File: src/rtl/deserializer.sv
// Packs N_SAMPLES serial words from a val/rdy stream into one parallel frame.
// The frame is then held on a val/rdy output until the consumer takes it.
`timescale 1ns/1ps
module deserializer #(
    parameter int unsigned BIT_WIDTH = 32,
    parameter int unsigned N_SAMPLES = 8,
    localparam int unsigned CNT_W    = $clog2(N_SAMPLES)
) (
    input  logic                 clk,
    input  logic                 reset,
    input  logic [BIT_WIDTH-1:0] recv_msg,
    input  logic                 recv_val,
    output logic                 recv_rdy,
    output logic [BIT_WIDTH-1:0] send_msg [N_SAMPLES-1:0],
    output logic                 send_val,
    input  logic                 send_rdy,
    output logic [CNT_W-1:0]     count
);

    localparam logic [CNT_W-1:0] LAST_IDX = CNT_W'(N_SAMPLES - 1);

    typedef enum logic {
        COLLECT = 1'b0,
        HOLD    = 1'b1
    } state_e;

    state_e               state_q, state_d;
    logic [CNT_W-1:0]     count_q, count_d;
    logic [BIT_WIDTH-1:0] frame_q [N_SAMPLES-1:0];
    logic [BIT_WIDTH-1:0] frame_d [N_SAMPLES-1:0];
    logic                 recv_xfer;
    logic                 send_xfer;

    assign recv_xfer = (state_q == COLLECT) && recv_val;
    assign send_xfer = (state_q == HOLD) && send_rdy;

    // Next-state, counter and per-slot write enables
    always_comb begin
        state_d = state_q;
        count_d = count_q;
        frame_d = frame_q;
        for (int unsigned i = 0; i < N_SAMPLES; i++) begin
            if (recv_xfer && (count_q == CNT_W'(i))) begin
                frame_d[i] = recv_msg;
            end
        end
        case (state_q)
            COLLECT: begin
                if (recv_xfer) begin
                    if (count_q == LAST_IDX) begin
                        // explicit wrap so non-power-of-two frame sizes work
                        count_d = '0;
                        state_d = HOLD;
                    end else begin
                        count_d = count_q + CNT_W'(1);
                    end
                end
            end
            HOLD: begin
                if (send_xfer) begin
                    state_d = COLLECT;
                end
            end
            default: state_d = COLLECT;
        endcase
    end

    always_ff @(posedge clk) begin
        if (reset) begin
            state_q <= COLLECT;
            count_q <= '0;
            for (int unsigned i = 0; i < N_SAMPLES; i++) begin
                frame_q[i] <= '0;
            end
        end else begin
            state_q <= state_d;
            count_q <= count_d;
            frame_q <= frame_d;
        end
    end

    // Handshake outputs decode the state register only
    assign recv_rdy = (state_q == COLLECT);
    assign send_val = (state_q == HOLD);
    assign count    = count_q;
    assign send_msg = frame_q;

endmodule
File: config.mk
export PLATFORM = sky130hd
export DESIGN_NAME = deserializer
export DESIGN_NICKNAME = d
export VERILOG_FILES = /design/src/rtl/deserializer.sv
export SDC_FILE = /design/constraint.sdc
export NUM_CORES = 1
export LEC_CHECK = 0
export CAP_MARGIN = 30
export CORE_ASPECT_RATIO = 0.75
export CORE_MARGIN = 3
export CORE_UTILIZATION = 32
export DETAILED_ROUTE_END_ITERATION = 10
export GPL_ROUTABILITY_DRIVEN = 0
export PLACE_DENSITY = 0.7
export SYNTH_ARGS = -nofsm -noshare
export SYNTH_HDL_FRONTEND = slang
export SYNTH_SLANG_ARGS = --single-unit
File: constraint.sdc
create_clock -name clk -period 2.45 [get_ports clk]
set_clock_uncertainty 0.05 [all_clocks]
set_input_delay 0.49 -clock clk [delete_from_list [all_inputs] [get_ports clk]]
set_output_delay 0.49 -clock clk [all_outputs]
set_load 0.01 [all_outputs]
==> results.txt, run 1 <==
initial antenna violation count - 0
IR Drop Worst-Case VDD - 0.453 mV
Most Crowded Layer GR - met2
H-tree depth - 1
vias in the first global route - 8,467
post-synth top area cell - dfxtp_1
final core utilization - 47.2%
Seq/Total Area, Yosys - 55.2%
most common cell in the synthesized netlist - nand2_1
cell area after synthesis - 9430 um2
R2R cell count - 6
Die Area - 31,600 um2
Leak - 0.00451 uW
Max stage delay on crit path - 0.62 ns
gr usage total - 21.0%
top_reg_cell synth - dfxtp_1
Fmax - 442 MHz
Worst Path Max Fanout - 11
Cell Count, Final, Fillers Out - 1,829
post-synthesis cell type count - 22
DRT antenna net count - 0
kind of critical path - reg -> out
clk buf depth - 3
core area - 28,500 um2
Area Growth Syn to Fin - 42.6%
grt ovf - 0
Setup violations, final - 0
# fillers - 2,748
footprint of the multi-input gates - 3540 um2
post-route setup TNS - 0 ns
IO Port Bufs - 296
DR pass1 iterations - 5
post-cts resize count - 1
worst path required time - 1.91 ns
TritonCTS Buffers - 27
r2r startpoint - count[0]
Initial DRC Count - 610
CTS tree - done
RSZ-0062 raised after global routing - no
clock transition at the registers of the reported paths - 0.07 ns
Post-Place Cells - 1,782
Worst Path Arrival - 1.72 ns
site row count - 53
routed vias - 8,771
Area contributors post-synth - dfxtp_1, nand2_1, a21oi_1
Clock Sinks - 260
Pwr Total - 9320 uW
Seq cells post-synth - 260
M3 GR Usage - 6.86%
first-pass GRT wire length - 51.3 mm
io pins - 297
Mapped Cells - 1,188
Reg-to-Reg End - send_msg[237]
register area - 5210 um2
Tcrit/Tclk final - 92.4%
Worst Path Buf+Inv - 1
Residual DRC - 0
global routing usage on met2 - 33.7%
Final nets - 1,468
critical-path cell list - clkdlybuf4s50_1
Via density - 4.80
maxcap violations - 0
diode count - 0
number of synthesized flops with an enable pin - 0
final setup margin - 0.186 ns
status - finished clean
DIE HEIGHT - 155 um
r2r setup slk - 0.61 ns
Detail Placement HPWL - 23.3 mm
largest net degree at the start of global routing - 84
proportion of layout cells with a drive suffix above 1 - 6.44%
WP depth - 1
Post-synth top cells - nand2_1, dfxtp_1, a21oi_1
Post-synth ARST share - 0%
Worst Tran Pin Value - 0.605 ns
GR Layer Usage met1 - 27.9%
Slew Limit Fails - 0
initial core utilization - 33.1%
clock root buffer - clkbuf_16
Period minus WS final - 2.26 ns
critical path startpoint category - flop
hold buffers post-CTS - 0
pwr dens - 693 nW/um2
relative slew slack - 59.5%
critical path endpoint - send_val
yosys warns - 0
CP delay by family, top - buffers and inverters
syn_nets - 1,230
pre-CTS setup slack - 0.318 ns
Die X - 204 um
slowest stage cell, crit path - clkdlybuf4s50_1
post-CTS setup buffer count - 0
worst min path class - in -> reg
detailed-route wire length - 34.4 mm
Synth top area share - 55.2%
CP Launch Point - send_val
final hold violation count - 0
syn_area_per_cell - 7.94 um2
worst skew pair latency - 0.55 ns
drt wl/cell - 18.8 um
CP endpoint kind - primary output
## worst min-delay path by stage
stage	startpoint	end	slack, ns	cells past startpoint
final	reset	send_msg[184]	0.36	2
after global placement	send_msg[188]	send_msg[188]	0.39	2
after CTS	reset	send_msg[188]	0.34	2
after global routing	reset	send_msg[219]	0.36	2
after floorplan	send_msg[0]	send_msg[0]	0.43	2
after detailed placement	send_msg[210]	send_msg[210]	0.40	2
## through the flow
stage	hold WS (ns)	instance area, um2
2_1_floorplan	0.431	9430
3_5_place_dp	0.396	12600
3_3_place_gp	0.390	12600
6_report	0.357	13500
5_1_grt	0.358	13500
4_1_cts	0.342	13500
## state kept, by name, summed over array words and instances, names as in the netlist
signal / flops
send_msg: 256
count: 3
send_val: 1
## report_power, final
| group | switching [uW] | internal, uW |
|---|---|---|
| logic | 471 | 326 |
| registers | 58.6 | 4330 |
| clock network | 1720 | 2410 |
## layout make-up
| type | instances | share of cell area (%) |
|---|---|---|
| clock buffer | 38 | 5.78 |
| clock inverter | 9 | 0.800 |
| inverter | 4 | 0.112 |
| multi-input combinational | 801 | 26.3 |
| sequential | 260 | 38.7 |
| tap | 385 | 3.58 |
| timing repair buffer | 332 | 24.7 |
## cells by family after synthesis
group	Yosys count	share of synthesized area, %
adder cells (fa/ha/maj)	6	0.796
AND/OR/NAND/NOR	535	22.6
flip-flops	260	55.2
AO/OA/AOI/OAI	259	13.8
buffers and inverters	127	7.51
multiplexers	1	0.106
## cells in the final DEF (no fill, tap or decap), drive strengths merged
master         instances
a21oi                258
clkbuf                39
nand4bb                3
buf                   36
inv                    5
nand3b                 3
nor2                   3
a211oi                 1
nand4b                 3
nor2b                  1
clkinv                 4
and4b                  3
and3b                  2
bufinv                 2
clkinvlp               2
ha                     6
dfxtp                260
clkdlybuf4s50        295
nand2                512
nand2b                 2
and4bb                 3
mux2i                  1
## metal layers
layer | share of wire, % | routed length (um)
met1 | 44 | 15000
met2 | 45 | 15600
met3 | 9.2 | 3180
met4 | 2.0 | 681
met5 | 0 | 0
Note: power is estimated with default switching activity, not from simulation.
==> inputs of run 2 (changes only) <==
--- a/config.mk
+++ b/config.mk
@@ -11,6 +11,7 @@
 export CORE_UTILIZATION = 32
 export DETAILED_ROUTE_END_ITERATION = 10
 export GPL_ROUTABILITY_DRIVEN = 0
+export MAX_ROUTING_LAYER = met4
 export PLACE_DENSITY = 0.7
 export SYNTH_ARGS = -nofsm -noshare
 export SYNTH_HDL_FRONTEND = slang
==> run 2 against run 1 <==
First-iteration DRC count is 2.3% lower. Die area unchanged. Sequential cell count did not move. Clock power is essentially flat. Cell count unchanged. Register-to-register slack about the same. Global-route usage increased by 0.64 points. Combinational power barely moved. Critical path depth unchanged. Largest cell class unchanged. Largest power group unchanged. Highest routed layer unchanged.
==> results.txt, run 2 (same netlist as run 1, synthesis figures left out) <==
Period minus WS final - 2.26 ns
Die X - 204 um
IO Port Bufs - 296
RSZ-0062 raised after global routing - no
status - finished clean
Largest register FFs - 256
gr usage total - 21.7%
Initial DRC Count - 596
pre-CTS setup slack - 0.318 ns
Cell Area, Placed - 12,600 um2
final hold violation count - 0
final setup margin - 0.191 ns
Worst Path Arrival - 1.72 ns
site row count - 53
Worst Path Max Fanout - 11
Worst Path Buf+Inv - 1
diode count - 0
critical path startpoint category - flop
worst skew pair latency - 0.54 ns
drt wl/cell - 18.8 um
Max stage delay on crit path - 0.62 ns
CP endpoint kind - primary output
hold buffers post-CTS - 0
CP Launch Point - send_val
DRT antenna net count - 0
worst min path class - in -> reg
Final nets - 1,468
core area - 28,500 um2
final core utilization - 47.2%
routed vias - 8,778
# fillers - 2,748
kind of critical path - reg -> out
commonest non-fill, non-tap cell in the layout - nand2_1
initial antenna violation count - 0
slowest stage cell, crit path - clkdlybuf4s50_1
maxcap violations - 0
DIE HEIGHT - 155 um
Clock Sinks - 260
min-delay src - reset
grt ovf - 0
H-tree depth - 1
post-CTS setup buffer count - 0
Tcrit/Tclk final - 92.2%
Die Area - 31,600 um2
relative slew slack - 59.2%
post-cts resize count - 1
Fmax - 443 MHz
Slew Limit Fails - 0
clock root buffer - clkbuf_16
first-pass GRT wire length - 51.3 mm
Worst Tran Pin Value - 0.611 ns
IR Drop Worst-Case VDD - 0.451 mV
CTS tree - done
clk buf depth - 3
Area Growth Syn to Fin - 42.6%
DR pass1 iterations - 5
TritonCTS Buffers - 27
pwr dens - 693 nW/um2
Detail Placement HPWL - 23.3 mm
worst path required time - 1.91 ns
proportion of layout cells with a drive suffix above 1 - 6.44%
io pins - 297
largest net degree at the start of global routing - 84
Finished Cell Area - 13,500 um2
clock transition at the registers of the reported paths - 0.07 ns
CP delay by family, top - buffers and inverters
Setup violations, final - 0
Via density - 4.80
critical-path cell list - clkdlybuf4s50_1
most frequent cells in the layout - nand2_1, clkdlybuf4s50_1, dfxtp_1, a21oi_1, buf_4
initial core utilization - 33.1%
vias in the first global route - 8,483
Hold WS - 0.364 ns
detailed-route wire length - 34.4 mm
post-route setup TNS - 0 ns
Residual DRC - 0
r2r startpoint - count[0]
Leak - 0.00451 uW
## run 2: cell counts in the layout (fill, tap and decap cells not counted)
Identical to the previous run, type by type.
## run 2: metal layers
layer	vias to the layer above	GRT usage, %	wire, um
li1	4258	-	-
met1	4135	28.0	14800
met2	343	33.7	15600
met3	42	6.69	3290
met4	0	4.39	652
met5	-	-	0
## run 2: layout make-up
class	count	area, um2	share of cell area (%)
Timing Repair Buffer	332	3320	24.7
Multi-Input combinational cell	801	3540	26.3
Clock inverter	9	108	0.800
Clock buffer	38	777	5.78
Inverter	4	15.0	0.112
Tap cell	385	482	3.58
Sequential cell	260	5210	38.7
## run 2: per-stage QoR
step	power, uW	std cells
after floorplan	4860	1188
after global placement	5270	1782
after detailed placement	5280	1782
after CTS	9400	1829
after global routing	9650	1829
final	9320	1829
## run 2: final timing paths
check             slack (ns)            end  cells past startpoint
setup / recovery        0.19       send_val                      1
setup reg to reg        0.62  send_msg[237]                      6
hold reg to reg         0.40   send_msg[15]                      2
hold / removal          0.36  send_msg[184]                      2
## run 2: power breakdown
part           leakage, uW  switching, uW  internal [uW]  total (uW)
clock network     0.000431           1720           2410        4130
logic              0.00198            472            326         798
registers          0.00210           58.8           4330        4390
==> inputs of run 3 (changes only) <==
--- a/config.mk
+++ b/config.mk
@@ -9,6 +9,7 @@
 export CORE_ASPECT_RATIO = 0.75
 export CORE_MARGIN = 3
 export CORE_UTILIZATION = 32
+export CTS_BUF_LIST = sky130_fd_sc_hd__clkbuf_16
 export DETAILED_ROUTE_END_ITERATION = 10
 export GPL_ROUTABILITY_DRIVEN = 0
 export MAX_ROUTING_LAYER = met4
==> run 3 against run 2 <==
Register-to-register slack about the same. Clock power decreased by 5.1%. Sequential cell count unchanged. Maximum frequency decreased by 0.11%. Highest routed layer unchanged.
==> results.txt, run 3 (same netlist as run 1, synthesis figures left out) <==
status - finished clean
Area Growth Syn to Fin - 42.0%
final setup margin - 0.189 ns
critical-path cell list - clkdlybuf4s50_1
Via density - 4.81
Worst Path Buf+Inv - 1
slowest stage cell, crit path - clkdlybuf4s50_1
Cell Count, Final, Fillers Out - 1,829
clock root buffer - clkbuf_16
Period minus WS final - 2.26 ns
CTS tree - done
Tcrit/Tclk final - 92.3%
initial core utilization - 33.1%
DRT antenna net count - 0
final hold violation count - 0
commonest non-fill, non-tap cell in the layout - nand2_1
TritonCTS Buffers - 27
min-delay src - reset
# fillers - 2,751
proportion of layout cells with a drive suffix above 1 - 6.02%
H-tree depth - 1
maxcap violations - 0
r2r setup slk - 0.61 ns
relative slew slack - 58.6%
kind of critical path - reg -> out
r2r startpoint - count[0]
CP delay by family, top - buffers and inverters
vias in the first global route - 8,486
Cell Area, Placed - 12,600 um2
worst min path class - in -> reg
CP endpoint kind - primary output
Die X - 204 um
pre-CTS setup slack - 0.318 ns
post-route setup TNS - 0 ns
Residual DRC - 0
CP Launch Point - send_val
Leak - 0.00450 uW
grt ovf - 0
critical path startpoint category - flop
IR Drop Worst-Case VDD - 0.449 mV
largest net degree at the start of global routing - 84
first-pass GRT wire length - 51.3 mm
Setup violations, final - 0
pwr dens - 680 nW/um2
Worst Tran Pin Value - 0.620 ns
core area - 28,500 um2
site row count - 53
Die Area - 31,600 um2
Post-Place Cells - 1,782
RSZ-0062 raised after global routing - no
Detail Placement HPWL - 23.3 mm
most frequent cells in the layout - nand2_1, clkdlybuf4s50_1, dfxtp_1, a21oi_1, buf_4
diode count - 0
Fmax - 442 MHz
Slew Limit Fails - 0
DR pass1 iterations - 5
Max stage delay on crit path - 0.62 ns
Finished Cell Area - 13,400 um2
Worst Path Max Fanout - 11
Initial DRC Count - 588
Largest register FFs - 256
Final nets - 1,468
Clock Sinks - 260
io pins - 297
initial antenna violation count - 0
detailed-route wire length - 34.4 mm
Worst Path Arrival - 1.72 ns
worst skew pair latency - 0.55 ns
Hold WS - 0.363 ns
drt wl/cell - 18.8 um
clock transition at the registers of the reported paths - 0.06 ns
hold buffers post-CTS - 0
worst path required time - 1.91 ns
DIE HEIGHT - 155 um
routed vias - 8,790
clk buf depth - 3
gr usage total - 21.6%
IO Port Bufs - 296
[run 3: changes by cell type in the layout (fill, tap and decap cells not counted), sizes merged]
cell,previous run,this run
clkbuf,39,28
inv,5,10
clkinv,4,10
[run 3: cell type report]
| type | count | area [um2] | share of cell area, % |
|---|---|---|---|
| multi-input combinational | 801 | 3540 | 26.4 |
| clock buffer | 27 | 676 | 5.05 |
| inverter | 4 | 15.0 | 0.112 |
| clock inverter | 20 | 149 | 1.11 |
| timing repair buffer | 332 | 3320 | 24.8 |
| tap | 385 | 482 | 3.60 |
| sequential | 260 | 5210 | 38.9 |
[run 3: power by group]
group	switching (uW)	internal [uW]	total [uW]
Sequential	58.5	4330	4390
Clock	1720	2200	3920
Combinational	472	326	798
[run 3: through the flow]
step | util [%] | total power, uW
floorplan | - | 4860
global placement | 44.1 | 5270
detailed placement | 44.1 | 5280
CTS | 47.0 | 9190
global route | 47.0 | 9440
finish | 47.0 | 9110
[run 3: per-layer routing]
| metal | global-route usage (%) | routed length [um] | up-vias |
|---|---|---|---|
| met3 | 6.65 | 3550 | 47 |
| li1 | - | - | 4255 |
| met4 | 4.49 | 721 | 0 |
| met2 | 33.6 | 15600 | 368 |
| met1 | 28.0 | 14600 | 4120 |
| met5 | - | 0 | - |
[run 3: final timing paths]
path	cells past startpoint	to
hold reg to reg	2	send_msg[103]
hold / removal	2	send_msg[184]
setup / recovery	1	send_val
setup reg to reg	6	send_msg[229]
[run 3: repair_timing]
| action | in CTS | in global routing |
|---|---|---|
| setup buffers | 0 | 0 |
| gates resized for setup | 1 | 0 |
| setup endpoints to repair | 1 | 0 |
